$ cat config.mk
export PLATFORM = sky130hd
export DESIGN_NAME = load_store_unit
export DESIGN_NICKNAME = d
export VERILOG_FILES = /design/src/rtl/load_store_unit.sv
export SDC_FILE = /design/constraint.sdc
export NUM_CORES = 1
export LEC_CHECK = 0
export BUFFER_PORTS_ARGS = -buffer_cell sky130_fd_sc_hd__buf_2
export CAP_MARGIN = 20
export CORE_AREA = 2 2 89 155
export CTS_BUF_LIST = sky130_fd_sc_hd__clkbuf_4
export CTS_CLUSTER_DIAMETER = 200
export DETAILED_ROUTE_END_ITERATION = 10
export DIE_AREA = 0 0 91 157
export HOLD_SLACK_MARGIN = 0.05
export PLACE_DENSITY = 0.73
export SYNTH_ARGS = -nofsm -noshare
export SYNTH_HDL_FRONTEND = slang
export SYNTH_SLANG_ARGS = --single-unit
$ cat constraint.sdc
create_clock -name clk_i -period 2.2 [get_ports clk_i]
set_clock_uncertainty 0.15 [all_clocks]
set_input_delay 0.22 -clock clk_i [delete_from_list [all_inputs] [get_ports clk_i]]
set_output_delay 0.22 -clock clk_i [all_outputs]
set_load 0.03 [all_outputs]
$ cat src/rtl/load_store_unit.sv
// load_store_unit: aligns and formats byte/half/word loads and stores onto a
// valid/ready word bus, stalling the core until the access completes.
package load_store_pkg;
  typedef enum logic [3:0] {
    LS_N_A, L_B, L_H, L_W, L_BU, L_HU, S_B, S_H, S_W
  } load_store_type_e;
endpackage

module load_store_unit
  import load_store_pkg::*;
#(
  parameter int XLEN = 32
) (
  input  logic             clk_i,
  input  logic             rst_n_i,
  input  load_store_type_e load_store_type_i,
  input  logic             data_memory_write_enable_i,
  input  logic [XLEN-1:0]  addr_i,
  input  logic [XLEN-1:0]  store_data_i,
  output logic             stall_o,
  output logic [XLEN-1:0]  load_data_o,
  output logic             misaligned_o,
  output logic             mem_req_valid_o,
  input  logic             mem_req_ready_i,
  output logic [XLEN-1:0]  mem_req_addr_o,
  output logic             mem_req_we_o,
  output logic [3:0]       mem_req_be_o,
  output logic [XLEN-1:0]  mem_req_wdata_o,
  input  logic             mem_rsp_valid_i,
  input  logic [XLEN-1:0]  mem_rsp_rdata_i
);
  typedef enum logic [1:0] {IDLE, REQ, WAIT_RSP, DONE} state_e;
  state_e           r_state, w_next;
  load_store_type_e r_type;
  logic [1:0]       r_off;
  logic [XLEN-1:0]  r_addr, r_wdata, r_load_data;
  logic [3:0]       r_be;
  logic             r_we;
  logic             w_is_load, w_is_store, w_present, w_misaligned, w_start;
  logic [3:0]       w_be;
  logic [XLEN-1:0]  w_wdata, w_fmt;
  logic [7:0]       w_byte;
  logic [15:0]      w_half;
  assign w_is_load    = load_store_type_i inside {L_B, L_H, L_W, L_BU, L_HU};
  assign w_is_store   = (load_store_type_i inside {S_B, S_H, S_W}) && data_memory_write_enable_i;
  assign w_present    = w_is_load || w_is_store;
  assign w_misaligned = ((load_store_type_i inside {L_H, L_HU, S_H}) && addr_i[0]) ||
                        ((load_store_type_i inside {L_W, S_W}) && (addr_i[1:0] != 2'b00));
  assign w_start      = (r_state == IDLE) && w_present && !w_misaligned;
  // Loads always fetch the full word; lane selection happens on the response.
  assign w_be    = load_store_type_i == S_B ? 4'b0001 << addr_i[1:0] :
                   load_store_type_i == S_H ? (addr_i[1] ? 4'b1100 : 4'b0011) : 4'b1111;
  assign w_wdata = load_store_type_i == S_B ? {4{store_data_i[7:0]}} :
                   load_store_type_i == S_H ? {2{store_data_i[15:0]}} : store_data_i;
  assign w_byte  = mem_rsp_rdata_i[8*r_off +: 8];
  assign w_half  = r_off[1] ? mem_rsp_rdata_i[31:16] : mem_rsp_rdata_i[15:0];
  assign w_fmt   = r_type == L_B  ? {{24{w_byte[7]}}, w_byte} :
                   r_type == L_BU ? {24'b0, w_byte} :
                   r_type == L_H  ? {{16{w_half[15]}}, w_half} :
                   r_type == L_HU ? {16'b0, w_half} : mem_rsp_rdata_i;
  always_comb begin
    w_next = r_state;
    unique case (r_state)
      IDLE:     w_next = w_start ? REQ : IDLE;
      REQ:      w_next = mem_req_ready_i ? (r_we ? DONE : WAIT_RSP) : REQ;
      WAIT_RSP: w_next = mem_rsp_valid_i ? DONE : WAIT_RSP;
      DONE:     w_next = IDLE;
      default:  w_next = IDLE;
    endcase
  end
  always_ff @(posedge clk_i) begin
    if (!rst_n_i) begin
      r_state     <= IDLE;
      r_type      <= LS_N_A;
      r_off       <= '0;
      r_addr      <= '0;
      r_we        <= 1'b0;
      r_be        <= '0;
      r_wdata     <= '0;
      r_load_data <= '0;
    end else begin
      r_state <= w_next;
      if (w_start) begin
        r_type  <= load_store_type_i;
        r_off   <= addr_i[1:0];
        r_addr  <= {addr_i[XLEN-1:2], 2'b00};
        r_we    <= w_is_store;
        r_be    <= w_be;
        r_wdata <= w_wdata;
      end
      if (r_state == WAIT_RSP && mem_rsp_valid_i) r_load_data <= w_fmt;
    end
  end
  assign stall_o         = w_start || (r_state == REQ) || (r_state == WAIT_RSP);
  assign misaligned_o    = (r_state == IDLE) && w_present && w_misaligned;
  assign mem_req_valid_o = r_state == REQ;
  assign mem_req_addr_o  = r_addr;
  assign mem_req_we_o    = r_we;
  assign mem_req_be_o    = r_be;
  assign mem_req_wdata_o = r_wdata;
  assign load_data_o     = r_load_data;
endmodule

# Word level (Yosys, flattened, before mapping)
# Index checks and enable logic that the tools add are counted.
word_totals:
  register_bits: 107
  input_bits: 105
  word_cells: 58
op_classes:
  eq_ne: 15
  shifts: 2
  n_mux: 15
  reduce_logical: 18
op_table:
  columns: ["cell", "count"]
  rows:
  - ["32-bit 2-to-1 mux", 6]
  - ["32-bit by 6-bit variable part select with 8-bit output", 1]
  - ["4-bit by 3-bit equality test with 1-bit output (second input constant)", 6]
  - ["16-bit 2-to-1 mux", 1]
  - ["4-bit by 2-bit equality test with 1-bit output (second input constant)", 3]
  - ["4-bit 2-to-1 mux", 3]
  - ["4-bit by 1-bit equality test with 1-bit output (second input constant)", 2]
  - ["2-bit one-hot mux with 4 select lines", 1]
  - ["1-bit logical AND", 7]
  - ["3-bit nonzero test", 2]
  - ["5-bit nonzero test", 1]
  - ["2-bit equality test (second input constant)", 2]
  - ["4-bit equality test (second input constant)", 1]
  - ["1-bit logical OR", 4]
  - ["2-bit nonzero test", 2]
  - ["1-bit by 2-bit left shift with 4-bit output (first input constant)", 1]
  - ["1-bit 2-to-1 mux", 3]
  - ["2-bit by 1-bit equality test with 1-bit output (second input constant)", 1]
  - ["2-bit logical NOT", 1]
  - ["2-bit 2-to-1 mux", 1]
  - ["1-bit logical NOT", 1]

# Logic depth before layout (Yosys ltp)
# Gate-level depths: netlist of run 1.
logic_depth:
  depth_word: 8
  depth_mapped: 8

# Worst setup path before layout of run 1
# No wires, ideal clock.
synth_path:
  path_kind: "input-to-output"
  from: "input load_store_type_i[0]"
  to: "output misaligned_o"
  arrival_time_ns: 1.823
  required_ns: 1.830
  slack_ns: 0.007
  stages: 6
  path_buffers: 2
  path_cell_list: "buf_4 -> nor4b_4 -> nand2_1 -> a311o_1 -> clkbuf_1 -> nor2_1"
synth_via:
  elab_chain_len: 6
synth_rtl:
  columns: ["item", "line", "rtl"]
  rows:
  - ["start: declaration", "16", "input load_store_type_e load_store_type_i,"]
  - ["4-bit by 3-bit equality test with 1-bit output, or another cell as far along", "45", "assign w_is_store = (load_store_type_i inside {S_B, S_H, S_W}) && data_memory_write_enable_i;"]
  - ["3-bit nonzero test", "45", null]
  - ["1-bit logical AND", "45", null]
  - ["1-bit logical OR", "46", "assign w_present = w_is_load || w_is_store;"]
  - ["1-bit logical AND", "95", "assign misaligned_o = (r_state == IDLE) && w_present && w_misaligned;"]
  - ["1-bit logical AND (*)", "95", null]
  - ["end: declaration", "22", "output logic misaligned_o,"]
# Every way passes the cells marked *; elsewhere a longest branch is shown, timed or not.

# Worst setup path after layout of run 1
layout_path:
  from: "register r_state[0]"
  to: "output misaligned_o"
layout_via:
  elab_chain_len: 3
layout_rtl:
  columns: ["item", "line", "rtl"]
  rows:
  - ["start: declaration", "33", "state_e r_state, w_next;"]
  - ["start signal: assignment", "82", "r_state <= w_next;"]
  - ["2-bit logical NOT", "95", null]
  - ["1-bit logical AND (2 in series)", "95", null]
# No other way between the ends.

==> reports/summary.txt, run 1 <==
Via count - 5910
Hold Crit Start - addr_i[0]
TritonCTS clock tree - built
Multi-input gate area - 2691 sq um
Global route overflow - 0
Worst Setup Slack, final - 0.1101 ns
Die span in x - 91 um
Fraction of layout cells with a size suffix above 1 - 32.22%
Reg2reg setup slack - 0.15 ns
Critical path launch point type - flip-flop
Max Slew Vio Count - 0
Avg Inst Size Synth - 8.545 sq um
EDFF count, synth - 0
Critical path class - flip-flop to primary output
Peak VDD IR - 0.0002992 V
F_max - 0.4785 GHz
Nets - 997
MaxCap Viol Count - 0
Area of the mapped netlist - 5110 sq um
# rows - 55
Worst slew margin - 65.44%
Most frequent cells in the layout - buf_2 (205), dlygate4sd3_1 (107), dfxtp_1 (102), a21oi_1 (84), o21ai_0 (81)
Run status - finished clean
Clock Tree Buf Depth - 2
Worst slack at placement - -0.003056 ns
Worst hold-check slack - 0.09914 ns
RD Place Congestion - 0.8576
Total detailed-routing wirelength - 18740 um
CP cell instances - a311o_2, buf_12, nor2_1, clkbuf_4
Most common cell after layout, fill and taps aside - buf_2
Largest net degree at the start of global routing - 58
Worst-skew pair later-pin latency - 0.48 ns
Vias in the first global route - 5820
Die Y - 157 um
Port bufs - 206
Routed wire per std cell - 17.50 um
Yosys warning count - 0
Initial core utilization - 39.50%
Ys flop type - dfxtp_1
Ys async rst share - 0%
Fin crit period - 2.090 ns
Crit Path Max Fanout - 30
FF-to-FF path depth - 7
Clock-pin transition on the worst setup and hold timing paths - 0.16 ns
Global-route wire length before repair - 29330 um
Hold path depth - 4
Type of destination of the critical path - primary output
# IOs - 209
WP data arrival - 1.72 ns
Die footprint - 14290 sq um
Sequential cell area - 2151 sq um
CP max stage cell - a311o_2
Setup violators final - 0
Tcrit/Tclk final - 95.00%
Filler cells - 1103
Pre-antenna DRT Iters - 5
Hold Path Sink - mem_req_be_o[0]$_SDFFE_PN0P_
CP Data Required Time - 1.83 ns
TritonCTS Sinks - 107
Sequential fraction of the synthesis area - 41.92%
Remaining antenna violation count - 0
Initial antenna violation count - 2
DRC - 0
Yosys cell types - 48
H-tree depth - 3
Worst R2R Start - r_off[1]$_SDFFE_PN0P_
Placed Instances - 943
Worst hold path class - input pin to flip-flop
CTS buffer count - 9
Worst-Margin Slew - 0.5176 ns
Mapped Cells - 598
Slowest stage delay, CP - 0.42 ns
Final non-filler cell total - 1071
Global Route Usage Sum - 25.44%
Endpoints failing hold - 0
Pwr dens - 605.3 nW/um^2
FF-to-FF End - load_data_o[4]$_SDFFE_PN0P_
Post-DP HPWL - 12160 um
Pleak - 3.458 nW
Initial drt markers - 392
Synth Register Bits - 107
Core Footprint - 12940 sq um
DR vias/cell - 5.518
Syn-to-layout area delta - 49.24%
CTS Root Cell - clkbuf_4
[where the power goes]
group / switching (W) / total [W] / internal, W
Clock: 0.000736 / 0.000998 / 0.000262
Combinational: 0.000874 / 0.00145 / 0.000576
Sequential: 0.0000840 / 0.00217 / 0.00209
[kinds of logic after synthesis]
kind of cell    Yosys count  synth area share (%)
compound gates          241                 29.75
other cells               1               0.07339
flops                   107                 41.92
simple gates            148                 14.08
mux                      31                 8.031
buf+inv                  69                 5.974
xor+xnor                  1                0.1714
[synth_stat cells (all sizes together), types with 2 or more instances]
master	n	share of area, %
o221ai	3	0.51
nor2	9	0.71
nand2b	2	0.24
buf	22	2.5
o211ai	13	1.9
a311oi	20	4.8
o21ai	83	8.1
and2	2	0.24
nand3b	2	0.29
nand3	52	5.1
clkbuf	42	3.1
or3	5	0.61
a21oi	85	8.4
nand2	65	4.8
nor4b	2	0.76
dfxtp	107	42
inv	5	0.37
a31oi	12	1.5
mux2i	23	4.5
a211oi	2	0.29
o211a	16	3.1
mux4	8	3.5
nor2b	2	0.24
[layer usage]
| layer | vias to the layer above | track usage [%] | wire length (um) |
|---|---|---|---|
| met4 | 0 | 14.79 | 945 |
| met3 | 71 | 5.601 | 1200 |
| met1 | 2741 | 26.54 | 6809 |
| met5 | - | 0 | 0 |
| met2 | 302 | 46.46 | 9788 |
| li1 | 2796 | - | - |
[registers in the layout, summed over array words and instances, names as in the netlist, named ones only]
| register | cells |
|---|---|
| mem_req_wdata_o | 32 |
| mem_req_we_o | 1 |
| r_state | 1 |
| mem_req_be_o | 4 |
| r_type | 4 |
| r_off | 2 |
| load_data_o | 32 |
| mem_req_addr_o | 30 |
[layout make-up]
class | instances | share of cell area [%]
multi-input combinational | 423 | 35.29
timing repair buffer | 346 | 31.60
sequential | 107 | 28.20
tap | 171 | 2.806
clock buffer | 9 | 0.8860
clock inverter | 7 | 0.8696
inverter | 5 | 0.2461
antenna | 3 | 0.09844
[per-stage QoR]
step / util, % / total power, W / cell area [sq um] / setup TNS [ns]
finish: 58.95 / 0.004616 / 7626 / 0
global route: 58.93 / 0.004843 / 7624 / -0.003918
CTS: 58.65 / 0.004626 / 7587 / 0
detailed placement: 49.27 / 0.003472 / 6374 / -0.003056
global placement: 49.27 / 0.003458 / 6374 / 0
floorplan: - / 0.003036 / 5114 / 0
[repair_timing]
action,4_1_cts,5_1_grt
endpoints found under the setup margin,1,5
resized for setup,1,10
setup buffers,1,1
endpoints found under the hold margin,105,0
pin swaps,1,1
hold buffers,107,0
[how the worst max path moves through the flow]
stage                                       end  depth (start not counted)  slack (ns)             startpoint
6_report                           misaligned_o                          4        0.11  r_state[0]$_SDFF_PN0_
5_1_grt                            misaligned_o                          4      -0.004  r_state[0]$_SDFF_PN0_
3_5_place_dp   mem_req_wdata_o[15]$_SDFFE_PN0P_                          8      -0.003   load_store_type_i[1]
4_1_cts                                 stall_o                          4        0.01              flip-flop
2_1_floorplan                      misaligned_o                          6       0.007   load_store_type_i[0]
3_3_place_gp   mem_req_wdata_o[16]$_SDFFE_PN0P_                          8        0.05   load_store_type_i[1]
[worst max-delay path, delay by kind of cell, from the launching register on]
| family | cells | cell delay [ns] |
|---|---|---|
| AOI/OAI and AO/OA | 1 | 0.42 |
| buffers and inverters | 2 | 0.37 |
| DFF | 1 | 0.37 |
| and+or+nand+nor | 1 | 0.09 |
Power figures use the tool's default switching activity.
==> inputs of run 2 (changes only) <==
--- a/config.mk
+++ b/config.mk
@@ -12,6 +12,7 @@
 export CTS_CLUSTER_DIAMETER = 200
 export DETAILED_ROUTE_END_ITERATION = 10
 export DIE_AREA = 0 0 91 157
+export GPL_TIMING_DRIVEN = 0
 export HOLD_SLACK_MARGIN = 0.05
 export PLACE_DENSITY = 0.73
 export SYNTH_ARGS = -nofsm -noshare
==> reports/summary.txt, run 2 (synthesized netlist as in run 1, its figures left out) <==
Critical path launch point type - input pin
Global Route Usage Sum - 27.66% (+2.2 points)
Worst Setup Slack, final - -0.001007 ns (-0.1111 ns)
Hold Path Sink - mem_req_wdata_o[13]$_SDFFE_PN0P_
TritonCTS clock tree - built
Via count - 6199 (+4.9%)
Worst R2R Start - r_state[0]$_SDFF_PN0_
Fin crit period - 2.201 ns (+0.1111 ns)
DRC - 0 (unchanged)
FF-to-FF path depth - 5 (-2)
Setup TNS - -0.001007 ns (-0.001007 ns)
Syn-to-layout area delta - 51.49%
Endpoints failing hold - 0 (unchanged)
CTS buffer count - 9 (unchanged)
Failing checks - negative setup slack
Unrepaired setup endpoints after global routing - yes
# IOs - 209 (unchanged)
Initial drt markers - 440 (+12%)
Global route overflow - 0 (unchanged)
Most common cell after layout, fill and taps aside - buf_2
Worst hold path class - input pin to flip-flop
Pre-antenna DRT Iters - 5 (unchanged)
Die footprint - 14290 sq um (unchanged)
Max Slew Vio Count - 0 (unchanged)
Post-DP HPWL - 13840 um (+14%)
Clock-pin transition on the worst setup and hold timing paths - 0.18 ns (+0.02 ns)
RD Place Congestion - 0.9033 (+5.3%)
Worst path buffer plus inverter count - 3 (+1)
Pwr dens - 614.7 nW/um^2 (+1.6%)
Worst-skew pair later-pin latency - 0.47 ns (about the same)
CP max stage cell - dlygate4sd3_1
Core Footprint - 12940 sq um (unchanged)
FF-to-FF End - mem_req_wdata_o[10]$_SDFFE_PN0P_
Critical path class - input pin to flip-flop
Type of destination of the critical path - flip-flop
Peak VDD IR - 0.0003612 V (+21%)
Nets - 1031 (+3.4%)
Fraction of layout cells with a size suffix above 1 - 30.72% (-1.5 points)
MaxCap Viol Count - 0 (unchanged)
Clock Tree Buf Depth - 2 (unchanged)
Worst-Margin Slew - 0.8323 ns (+0.3147 ns)
Worst slack at placement - -0.2254 ns (-0.2223 ns)
F_max - 0.4543 GHz (-5.0%)
Worst hold-check slack - 0.05681 ns (-0.04233 ns)
Initial core utilization - 39.50% (unchanged)
DR vias/cell - 5.610 (+1.7%)
Pleak - 3.508 nW (+1.5%)
H-tree depth - 3 (unchanged)
Tcrit/Tclk final - 100.0% (+5.0 points)
Global-route wire length before repair - 31530 um (+7.5%)
Setup violators final - 1 (+1)
Hold Crit Start - load_store_type_i[0]
Worst slew margin - 44.31% (-21 points)
Slowest stage delay, CP - 0.59 ns (+0.17 ns)
Crit Path Max Fanout - 10 (-67%)
Most frequent cells in the layout - buf_2 (211), dlygate4sd3_1 (110), dfxtp_1 (106), a21oi_1 (84), o21ai_0 (80)
Reg2reg setup slack - 0.07 ns (-0.08 ns)
Die Y - 157 um (unchanged)
TritonCTS Sinks - 107 (unchanged)
Run status - finished, violations left
# rows - 55 (unchanged)
Die span in x - 91 um (unchanged)
Initial antenna violation count - 2 (unchanged)
CP Data Required Time - 2.43 ns (+0.60 ns)
Total detailed-routing wirelength - 20200 um (+7.8%)
Hold path depth - 4 (unchanged)
Total power - 0.004759 W (+3.1%)
Vias in the first global route - 6196 (+6.5%)
CTS Root Cell - clkbuf_4
Largest net degree at the start of global routing - 20 (-66%)
Port bufs - 202 (-1.9%)
Top Family by Delay on Critical Path - buffers and inverters
Routed wire per std cell - 18.28 um (+4.5%)
CP cell instances - buf_2, nor4b_4, nand2_1, a311o_2, nor2_2, buf_4, a311oi_1, dlygate4sd3_1
Remaining antenna violation count - 0 (unchanged)
Filler cells - 1147 (+4.0%)
WP data arrival - 2.43 ns (+0.71 ns)
Fin util - 59.84% (+0.89 points)
run 2: cell count changes in the layout (fill, tap and decap cells not counted), moves of 2 or more:
cell,before,now
buf_4,27,15
dlygate4sd3_1,107,110
clkbuf_2,0,8
buf_6,2,0
clkbuf_1,0,31
buf_12,4,0
buf_2,205,211
inv_8,3,1
dfxtp_2,4,1
buf_1,0,2
dfxtp_1,102,106
run 2: repair_timing:
| item | CTS | global route |
|---|---|---|
| resized for setup | 9 | 30 |
| hold buffers | 114 | 1 |
| endpoints found under the hold margin | 103 | 1 |
| buffers inserted | 2 | 4 |
| setup endpoints to repair | 24 | 37 |
| pin swaps | 1 | 3 |
run 2: tightest hold or removal path: cells and delay by family:
family,cells,cell delay [ns]
buffers and inverters,1,0.15
AO/OA/AOI/OAI,1,0.09
AND/OR/NAND/NOR,2,0.19
run 2: metal layers:
metal	global-route usage (%)	part of all wire [%]	vias up
li1	-	-	2868
met1	27.18	34	2874
met2	53.02	53	372
met3	5.457	7.0	85
met4	15.95	5.6	0
met5	0	0	-
run 2: worst max path at each step:
stage / cells after the start / from / slack (ns) / to
final: 8 / load_store_type_i[1] / -0.001 / mem_req_wdata_o[10]$_SDFFE_PN0P_
after global routing: 8 / load_store_type_i[1] / -0.06 / mem_req_wdata_o[10]$_SDFFE_PN0P_
after CTS: 7 / r_type[0]$_SDFFE_PN0P_ / 0.02 / load_data_o[30]$_SDFFE_PN0P_
after detailed placement: 6 / r_off[0]$_SDFFE_PN0P_ / -0.23 / load_data_o[19]$_SDFFE_PN0P_
after global placement: 6 / r_off[0]$_SDFFE_PN0P_ / -0.23 / load_data_o[19]$_SDFFE_PN0P_
after floorplan: 6 / load_store_type_i[0] / 0.007 / misaligned_o
run 2: final cells by class:
cell class / instances / area [sq um] / share of cell area, %
Antenna cell: 3 / 7.507 / 0.09698
Inverter: 5 / 18.77 / 0.2424
Tap cell: 171 / 214.0 / 2.764
Multi-Input combinational cell: 423 / 2744 / 35.45
Buffer: 62 / 304.0 / 3.928
Clock inverter: 7 / 82.58 / 1.067
Timing Repair Buffer: 318 / 2160 / 27.90
Sequential cell: 107 / 2143 / 27.69
Clock buffer: 9 / 67.56 / 0.8728
run 2: metrics by stage:
step / cell area, sq um / cells
6_report: 7741 / 1105
5_1_grt: 7739 / 1104
4_1_cts: 7676 / 1104
3_5_place_dp: 6339 / 972
3_3_place_gp: 6339 / 972
2_1_floorplan: 5114 / 599
run 2: report_power, final:
group | internal, W | switching, W | leakage, nW | total [W]
Sequential | 0.00208 | 0.0000827 | 0.874 | 0.00217
Clock | 0.000364 | 0.000716 | 0.0751 | 0.00108
Combinational | 0.000590 | 0.000922 | 2.56 | 0.00151
Total | 0.00304 | 0.00172 | 3.51 | 0.00476
